File: src/rtl/sqrt_regime_unit_pkg.sv
// Shared codes for the square-root regime unit: FSM states, regime requests, status bit positions.
package sqrt_regime_unit_pkg;

   typedef enum logic [3:0] {
      ST_OFF    = 4'd0,
      ST_IDLE   = 4'd1,
      ST_LOAD   = 4'd2,
      ST_CALC   = 4'd3,
      ST_DONE   = 4'd4,
      ST_T_LOAD = 4'd5,
      ST_T_CALC = 4'd6,
      ST_T_CHK  = 4'd7
   } state_t;

   localparam logic [1:0] REG_OFF    = 2'd0;
   localparam logic [1:0] REG_SINGLE = 2'd1;
   localparam logic [1:0] REG_AUTO   = 2'd2;
   localparam logic [1:0] REG_TEST   = 2'd3;

   localparam int S_DONE  = 0;
   localparam int S_ERR   = 1;
   localparam int S_SWEEP = 2;

endpackage

File: src/rtl/sqrt_regime_unit_core.sv
// Restoring integer square-root datapath: one root bit per step, W/2 steps per operand.
module isqrt_core #(
   parameter int W = 8
) (
   input  logic           clk,
   input  logic           rst,
   input  logic           load,
   input  logic           step,
   input  logic [W-1:0]   x,
   output logic [W/2-1:0] root,
   output logic [W/2-1:0] root_step,
   output logic           last
);
   localparam int RW   = W / 2;
   localparam int ITER = W / 2;
   localparam int CW   = (ITER > 1) ? $clog2(ITER) : 1;

   logic [W-1:0]    op_reg;
   logic [RW+1:0]   rem_reg;
   logic [RW-1:0]   root_reg;
   logic [CW-1:0]   cnt_reg;
   logic [RW+1:0]   rem_shift;
   logic [RW+1:0]   trial;
   logic [RW+1:0]   rem_step;

   // The partial remainder never exceeds 2*root, so its top two bits are free to drop on the shift.
   always_comb begin
      rem_shift = {rem_reg[RW-1:0], op_reg[W-1 -: 2]};
      trial     = {root_reg, 2'b01};
      rem_step  = rem_shift;
      root_step = {root_reg[RW-2:0], 1'b0};
      if (rem_shift >= trial) begin
         rem_step  = rem_shift - trial;
         root_step = {root_reg[RW-2:0], 1'b1};
      end
   end

   always_ff @(posedge clk or posedge rst) begin
      if (rst) begin
         op_reg   <= '0;
         rem_reg  <= '0;
         root_reg <= '0;
         cnt_reg  <= '0;
      end else if (load) begin
         op_reg   <= x;
         rem_reg  <= '0;
         root_reg <= '0;
         cnt_reg  <= CW'(ITER - 1);
      end else if (step) begin
         op_reg   <= {op_reg[W-3:0], 2'b00};
         rem_reg  <= rem_step;
         root_reg <= root_step;
         cnt_reg  <= cnt_reg - 1'b1;
      end
   end

   assign root = root_reg;
   assign last = (cnt_reg == '0);

endmodule

File: src/rtl/sqrt_regime_unit.sv
// Regime-switched square-root engine: FSM, regime latch, start edge detector and self-test sweep.
module sqrt_regime_unit
   import sqrt_regime_unit_pkg::*;
#(
   parameter int W = 8
) (
   input  logic         clk,
   input  logic         rst,
   input  logic [W-1:0] x,
   input  logic [1:0]   on,
   input  logic         start,
   output logic [W-1:0] y,
   output logic [2:0]   s,
   output logic         b,
   output logic         active,
   output logic [1:0]   regime,
   output logic [3:0]   real_state
);
   state_t          state_reg;
   logic [1:0]      regime_reg;
   logic            start_q;
   logic [W-1:0]    y_reg;
   logic [2:0]      s_reg;
   logic [W-1:0]    t_reg;

   logic            core_load;
   logic            core_step;
   logic [W-1:0]    core_x;
   logic [W/2-1:0]  core_root;
   logic [W/2-1:0]  core_root_step;
   logic            core_last;

   logic [W+1:0]    chk_t;
   logic [W+1:0]    chk_r;
   logic [W+1:0]    chk_r1;
   logic            chk_ok;

   assign core_load = (state_reg == ST_LOAD) || (state_reg == ST_T_LOAD);
   assign core_step = (state_reg == ST_CALC) || (state_reg == ST_T_CALC);
   assign core_x    = (state_reg == ST_T_LOAD) ? t_reg : x;

   isqrt_core #(.W(W)) u_core (
      .clk       (clk),
      .rst       (rst),
      .load      (core_load),
      .step      (core_step),
      .x         (core_x),
      .root      (core_root),
      .root_step (core_root_step),
      .last      (core_last)
   );

   // Widened so (r+1)^2 cannot overflow when r is the largest W/2-bit root.
   always_comb begin
      chk_t  = (W+2)'(t_reg);
      chk_r  = (W+2)'(core_root);
      chk_r1 = chk_r + 1'b1;
      chk_ok = ((chk_r * chk_r) <= chk_t) && (chk_t < (chk_r1 * chk_r1));
   end

   always_ff @(posedge clk or posedge rst) begin
      if (rst) begin
         state_reg  <= ST_OFF;
         regime_reg <= REG_OFF;
         start_q    <= 1'b0;
         y_reg      <= '0;
         s_reg      <= '0;
         t_reg      <= '0;
      end else begin
         start_q        <= start;
         s_reg[S_DONE]  <= 1'b0;
         if (state_reg inside {ST_OFF, ST_IDLE, ST_DONE})
            regime_reg <= on;
         if (on == REG_OFF) begin
            state_reg <= ST_OFF;
         end else begin
            case (state_reg)
               ST_OFF:  state_reg <= ST_IDLE;
               ST_IDLE: begin
                  case (on)
                     REG_SINGLE: if (start && !start_q) state_reg <= ST_LOAD;
                     REG_AUTO:   state_reg <= ST_LOAD;
                     REG_TEST: begin
                        // Every IDLE->T_LOAD entry begins a fresh sweep; TEST loops stay out of IDLE.
                        state_reg          <= ST_T_LOAD;
                        s_reg[S_SWEEP:S_ERR] <= 2'b00;
                        t_reg              <= '0;
                     end
                     default: ;
                  endcase
               end
               ST_LOAD: state_reg <= ST_CALC;
               ST_CALC: begin
                  if (core_last) begin
                     state_reg     <= ST_DONE;
                     y_reg         <= W'(core_root_step);
                     s_reg[S_DONE] <= 1'b1;
                  end
               end
               ST_DONE:   state_reg <= ST_IDLE;
               ST_T_LOAD: state_reg <= ST_T_CALC;
               ST_T_CALC: if (core_last) state_reg <= ST_T_CHK;
               ST_T_CHK: begin
                  y_reg         <= W'(core_root);
                  s_reg[S_DONE] <= 1'b1;
                  if (!chk_ok) s_reg[S_ERR] <= 1'b1;
                  if (&t_reg) s_reg[S_SWEEP] <= 1'b1;
                  t_reg         <= t_reg + 1'b1;
                  state_reg     <= (on == REG_TEST) ? ST_T_LOAD : ST_IDLE;
               end
               default: state_reg <= ST_OFF;
            endcase
         end
      end
   end

   assign y          = y_reg;
   assign s          = s_reg;
   assign b          = state_reg inside {ST_LOAD, ST_CALC, ST_T_LOAD, ST_T_CALC, ST_T_CHK};
   assign active     = (regime_reg != REG_OFF) && (state_reg != ST_OFF);
   assign regime     = regime_reg;
   assign real_state = state_reg;

endmodule

File: config.mk
export PLATFORM = sky130hd
export DESIGN_NAME = sqrt_regime_unit
export DESIGN_NICKNAME = d
export VERILOG_FILES = /design/src/rtl/sqrt_regime_unit_pkg.sv /design/src/rtl/sqrt_regime_unit_core.sv /design/src/rtl/sqrt_regime_unit.sv
export SDC_FILE = /design/constraint.sdc
export NUM_CORES = 1
export LEC_CHECK = 0
export ABC_AREA = 1
export CORE_ASPECT_RATIO = 1.75
export CORE_UTILIZATION = 45
export CTS_BUF_LIST = sky130_fd_sc_hd__clkbuf_4 sky130_fd_sc_hd__clkbuf_8 sky130_fd_sc_hd__clkbuf_16
export CTS_CLUSTER_DIAMETER = 150
export CTS_CLUSTER_SIZE = 30
export DETAILED_ROUTE_END_ITERATION = 12
export DONT_BUFFER_PORTS = 1
export PLACE_DENSITY = 0.58
export SLEW_MARGIN = 25
export SYNTH_ARGS = -nofsm -noshare
export SYNTH_HDL_FRONTEND = slang
export SYNTH_SLANG_ARGS = --single-unit
File: constraint.sdc
create_clock -name clk -period 6.1 [get_ports clk]
set_clock_uncertainty 0.1 [all_clocks]
set_input_delay 0.915 -clock clk [delete_from_list [all_inputs] [get_ports clk]]
set_output_delay 0.915 -clock clk [all_outputs]
set_load 0.02 [all_outputs]
# Yosys cells after proc, flatten, opt, wreduce, memory -nomap -nowiden
# Cells that the tools add are included.
# op_classes
addsub	4
multipliers	2
n_lt_le_gt_ge	3
eq_ne	18
muxes	29
bitwise	1
reduce_logical	23
# ops
operator	n
8-bit 2-to-1 mux	5
4-bit 2-to-1 mux	9
8-bit one-hot mux with 2 select lines	2
4-bit one-hot mux with 7 select lines	1
4-bit by 3-bit == test with 1-bit output, second input constant	4
4-bit one-hot mux with 3 select lines	1
4-bit AND reduction	3
8-bit by 10-bit < comparator with 1-bit output	1
5-bit by 5-bit multiplier with 10-bit output	1
8-bit by 1-bit adder with 8-bit output, second input constant	1
4-bit by 2-bit == test with 1-bit output, second input constant	2
8-bit <= comparator	1
4-bit by 4-bit multiplier with 8-bit output	1
8-bit AND reduction	1
2-bit nonzero test	4
6-bit >= comparator	1
2-bit 2-to-1 mux	3
2-bit inequality test, second input constant	3
3-bit by 2-bit inequality test with 1-bit output, second input constant	2
3-bit AND reduction	2
4-bit by 1-bit adder with 5-bit output, second input constant	1
1-bit 2-to-1 mux	5
5-bit by 1-bit inequality test with 1-bit output, second input constant	1
5-bit nonzero test	1
other kinds (19)	24
# totals
reg_bits	44
output_inout_bits	19
elab_cells	92

# Logic depth before layout (Yosys ltp)
# logic_depth
ltp_word	6
mapped_depth	25
mapped_depth_nobuf	25

# Modules after synthesis
# Synthesis repeated with hierarchy kept, for this count alone.
# hier_totals
cells_unflattened	432
area_unflattened_um2	3298.2
# modules_own_cells
module	instances	cells_per_inst	area_per_inst_um2	seq_area_each_um2
sqrt_regime_unit	1	314	2217.1	525.5
isqrt_core	1	118	1081.0	450.4

# Least setup slack after synthesis
# OpenSTA, ideal clock, no wires.
# synth_path
kind	reg2reg
from	register u_core.root_reg[0] (netlist: u_core.root[0])
to	register s_reg[1] (netlist: s[1])
t_arrival_ns	4.074
required_time_ns	5.875
slack_ns	1.800
stages_incl_launch_ff	23
period_less_slack_ns	4.300
cell_sequence	dfrtp_1 inv_2 ha_1 inv_1 nand2_1 fa_1 fa_1 inv_1 ha_1 a31o_2 ha_1 a21o_1 a31oi_1 xor2_1 ha_1 nand2_1 nand2_1 nand2_1 nand2_1 nand3_1 nand2_1 nand2_1 a21oi_1
# synth_via
elab_chain_cells	6
elab_cells_between_ends	8
cone_classes	add/sub: 1; mul: 2; order compare: 2; eq/ne: 1; reduce/logical: 2
# synth_lines
element	line	source
start, declared	sqrt_regime_unit_core.sv:20	logic [RW-1:0] root_reg;
start signal, assigned	sqrt_regime_unit_core.sv:52	root_reg <= root_step;
4-bit by 1-bit adder with 5-bit output	sqrt_regime_unit.sv:57	chk_r1 = chk_r + 1'b1;
5-bit by 5-bit multiplier with 10-bit output	sqrt_regime_unit.sv:58	chk_ok = ((chk_r * chk_r) <= chk_t) && (chk_t < (chk_r1 * chk_r1));
8-bit by 10-bit < comparator with 1-bit output	sqrt_regime_unit.sv:58	
1-bit logical AND (*)	sqrt_regime_unit.sv:58	
2-bit inequality test (no source line) (*)	-	
4-bit AND reduction (no source line) (*)	-	
end signal, assigned	sqrt_regime_unit.sv:67	s_reg <= '0;
end signal, assigned by index	sqrt_regime_unit.sv:71	s_reg[S_DONE] <= 1'b0;
end signal, assigned by index	sqrt_regime_unit.sv:86	s_reg[S_SWEEP:S_ERR] <= 2'b00;
end, declared	sqrt_regime_unit.sv:23	logic [2:0] s_reg;
# Every way passes the cells marked *; elsewhere a longest branch is shown, timed or not.
# A chain may end at the register's enable or synchronous reset.

# Worst setup path after layout
# Ends and elaborated chain as after synthesis.

==> results_dict.tcl <==
set metrics [dict create \
    hold_viol_final 0 \
    critical-path-slowest-cell "fa_1" \
    dr_total_vias 2582 \
    cts_htree_levels 2 \
    max-slew-margin-rel_pct 50.3 \
    critical_path_peak_fanout 12 \
    grt_start_max_net_pins 40 \
    ant_nets 0 \
    p_per_area_nw_per_um2 490 \
    criticalPathCategory "flop to flop" \
    totalNegativeSetupSlack_ns 0 \
    run_status "complete, no violations" \
    synth.ff_latch_count 39 \
    critical_path.most_common_cell "nand2_1" \
    grt_overflow_total 0 \
    yosysWarnings 0 \
    cts-resized-gates 0 \
    achievable-frequency_ghz 0.217 \
    dpl.hpwl_um 5470 \
    crit_path_cell_trace "inv_2 > nor2_1 > xor2_1 > nand2_1 > fa_1 > fa_1 > inv_1 > ha_1 > a31o_2 > ha_1 > a21o_1 > a31oi_1 > xor2_1 > ha_1 > nand2_1 > nand2_1 > nand2_1 > nand2_1 > nand3_1 > nand2_1 > nand2_1 > a21oi_1" \
    antenna_found_initial 0 \
    crit-reg2reg-capture "s[1]$_DFFE_PP0P_" \
    synthesized_area_per_cell_um2 7.85 \
    cts_root_buffer "clkbuf_16" \
    cts.clk_slew.worst_paths_ns 0.06 \
    timing.hold.worst.start "u_core.cnt_reg[0]$_DFFE_PP0P_" \
    setup.worst_path.start "u_core.root[0]$_DFFE_PP0P_" \
    clock_path_buffers 2 \
    crit_path_end_kind "flop" \
    numCtsBuffers 5 \
    cp.arrival_ns 4.67 \
    clock_insertion_delay_worst_skew_ns 0.28 \
    cts_hold_buffers 0 \
    max_cap_viol_count 0 \
    max_stage_delay_ns 0.51 \
    route.final.wire_length_um 6900 \
    die_width_um 64.9 \
    core-area_um2 6590 \
    rr_startpoint "u_core.root[0]$_DFFE_PP0P_" \
    antenna-diode-count 0 \
    whs_ns 0.380 \
    max-vdd-ir-drop_mv 0.289 \
    cts.repair_timing.setup_buffer_count 0 \
    synth.lib_cells_used.distinct 44 \
    hold_class "flop to flop" \
    rsz0062_at_grt "no" \
    dieArea_um2 7270 \
    area_growth_pct 7.51 \
    number_of_setup_violations_in_the_final_report 0 \
    min_period_over_period_pct 75.5 \
    start_util_pct 47.3 \
    worst_slew_pin_slew_ns 0.743 \
    drt-vias-per-instance 5.33 \
    whs_endpoint "u_core.cnt_reg[0]$_DFFE_PP0P_" \
    floorplan.die.height_um 112 \
    port_buffers 0 \
    final_core_util_pct 50.8 \
    syn-instance-count 397 \
    syn-cell-area_um2 3120 \
    start_kind "flop" \
    ratio_of_cells_with_drive_above_1_in_the_final_layout_pct 8.96 \
    drt_pre_antenna_iters 4 \
    drc 0 \
    wl_per_cell_um 14.3 \
    time_the_worst_path_needs_with_i_o_delays_and_setup_ns 4.60 \
    fin_nets 456 \
    holdPathStages 1 \
    ys_seq_area_share_pct 31.3 \
    finalMaxSlewViolations 0 \
    cts.sinks 39 \
    gp_congestion 0.882 \
    power_leakage_nw 1.79 \
    fillers 681 \
    gr-usage-all-layers_pct 20.9 \
    grt_pass1_wl_um 11600 \
    clock_tree_from_tritoncts "yes" \
    worst-endpoint-required_ns 6.16 \
    drt_iter0_drc 71 \
    grt_pass1_vias 2541 \
    r2r_cells 22 \
    top_level_ports 32 \
    worst-r2r-setup-slack_ns 1.50 \
    core.rowCount 39 \
]
## per-layer routing
layer / global-route usage, % / vias to the layer above / part of all wire, %
met1: 22.9 / 1232 / 40
met2: 39.4 / 27 / 56
li1: - / 1312 / -
met5: 0 / - / 0
met3: 2.54 / 11 / 1.4
met4: 7.70 / 0 / 2.1
## cells by family (layout without fill, tap and decap cells)
group | count (synthesis) | in the layout | share of synthesized area (%)
AND/OR/NAND/NOR | 142 | 142 | 20.6
adder cells (fa/ha/maj) | 42 | 42 | 17.6
AO/OA/AOI/OAI | 83 | 83 | 17.1
XOR/XNOR | 11 | 11 | 3.09
flip-flops | 39 | 39 | 31.3
buffers and inverters | 79 | 79 | 10.2
other | 1 | 6 | 0.120
## layout by cell type (no fill, tap or decap), drive strengths merged, types with 5 or more instances in the layout
master  synthesis  routed
nand2          87      87
clkbuf          2       8
xnor2           5       5
nand4           5       5
nor3            9       9
o211ai          7       7
nor2           27      27
conb            1       6
ha             39      39
dfrtp          39      39
xor2            6       6
o22ai           6       6
a21oi          30      30
o21ai          22      22
inv            70      70
nand3          11      11
## critical path, delay by kind of cell, from the launching register on
| kind | cells | cell delay (ns) |
|---|---|---|
| adder cells (fa/ha/maj) | 5 | 1.88 |
| AND/OR/NAND/NOR | 9 | 0.73 |
| AO/OA/AOI/OAI | 4 | 0.68 |
| flip-flops | 1 | 0.48 |
| XOR/XNOR | 2 | 0.38 |
| buffers and inverters | 2 | 0.21 |
## worst max-delay path by stage
stage | end | slack, ns | cells past startpoint
after floorplan | s[1]$_DFFE_PP0P_ | 1.80 | 22
after global placement | s[1]$_DFFE_PP0P_ | 1.61 | 22
after detailed placement | s[1]$_DFFE_PP0P_ | 1.50 | 22
after CTS | s[1]$_DFFE_PP0P_ | 1.48 | 22
after global routing | s[1]$_DFFE_PP0P_ | 1.19 | 22
final | s[1]$_DFFE_PP0P_ | 1.50 | 22
## synthesized netlist by cell type, drive strengths merged
cell type / instances / share of area (%)
a211oi: 3 / 0.72
a21boi: 1 / 0.24
a21o: 1 / 0.24
a21oi: 30 / 5.2
a221oi: 2 / 0.56
a22oi: 1 / 0.24
a31o: 1 / 0.28
a31oi: 1 / 0.20
and3: 1 / 0.24
buf: 7 / 1.5
clkbuf: 2 / 0.24
conb: 1 / 0.12
dfrtp: 39 / 31
fa: 3 / 1.9
ha: 39 / 16
inv: 70 / 8.4
nand2: 87 / 11
nand3: 11 / 2.1
nand3b: 1 / 0.24
nand4: 5 / 1.0
nor2: 27 / 4.1
nor3: 9 / 1.8
o2111ai: 1 / 0.28
o211ai: 7 / 1.7
o21a: 1 / 0.24
o21ai: 22 / 3.5
o221ai: 4 / 1.9
o22ai: 6 / 1.2
o311ai: 1 / 0.28
o31ai: 1 / 0.24
or2: 1 / 0.20
xnor2: 5 / 1.4
xor2: 6 / 1.7
## stage by stage
| step | area, um2 | setup slack [ns] | instances | power, mW |
|---|---|---|---|---|
| after floorplan | 3130 | 1.80 | 402 | 1.18 |
| after global placement | 3190 | 1.61 | 476 | 1.36 |
| after detailed placement | 3190 | 1.50 | 476 | 1.38 |
| after CTS | 3350 | 1.48 | 484 | 1.67 |
| after global routing | 3350 | 1.19 | 484 | 1.81 |
| final | 3350 | 1.50 | 484 | 1.64 |
## cell type report
type | instances | area, um2 | share of cell area, %
multi-input cells | 284 | 1840 | 54.9
flip-flops and latches | 39 | 976 | 29.1
inverters | 70 | 263 | 7.84
clock buffers | 8 | 160 | 4.78
well taps | 82 | 103 | 3.06
repair buffers | 1 | 7.51 | 0.224
## power breakdown
group	internal, mW	leakage (nW)	switching [mW]
Combinational	0.314	1.21	0.556
Sequential	0.362	0.498	0.133
Clock	0.178	0.0806	0.0989
Power figures use the tool's default switching activity.
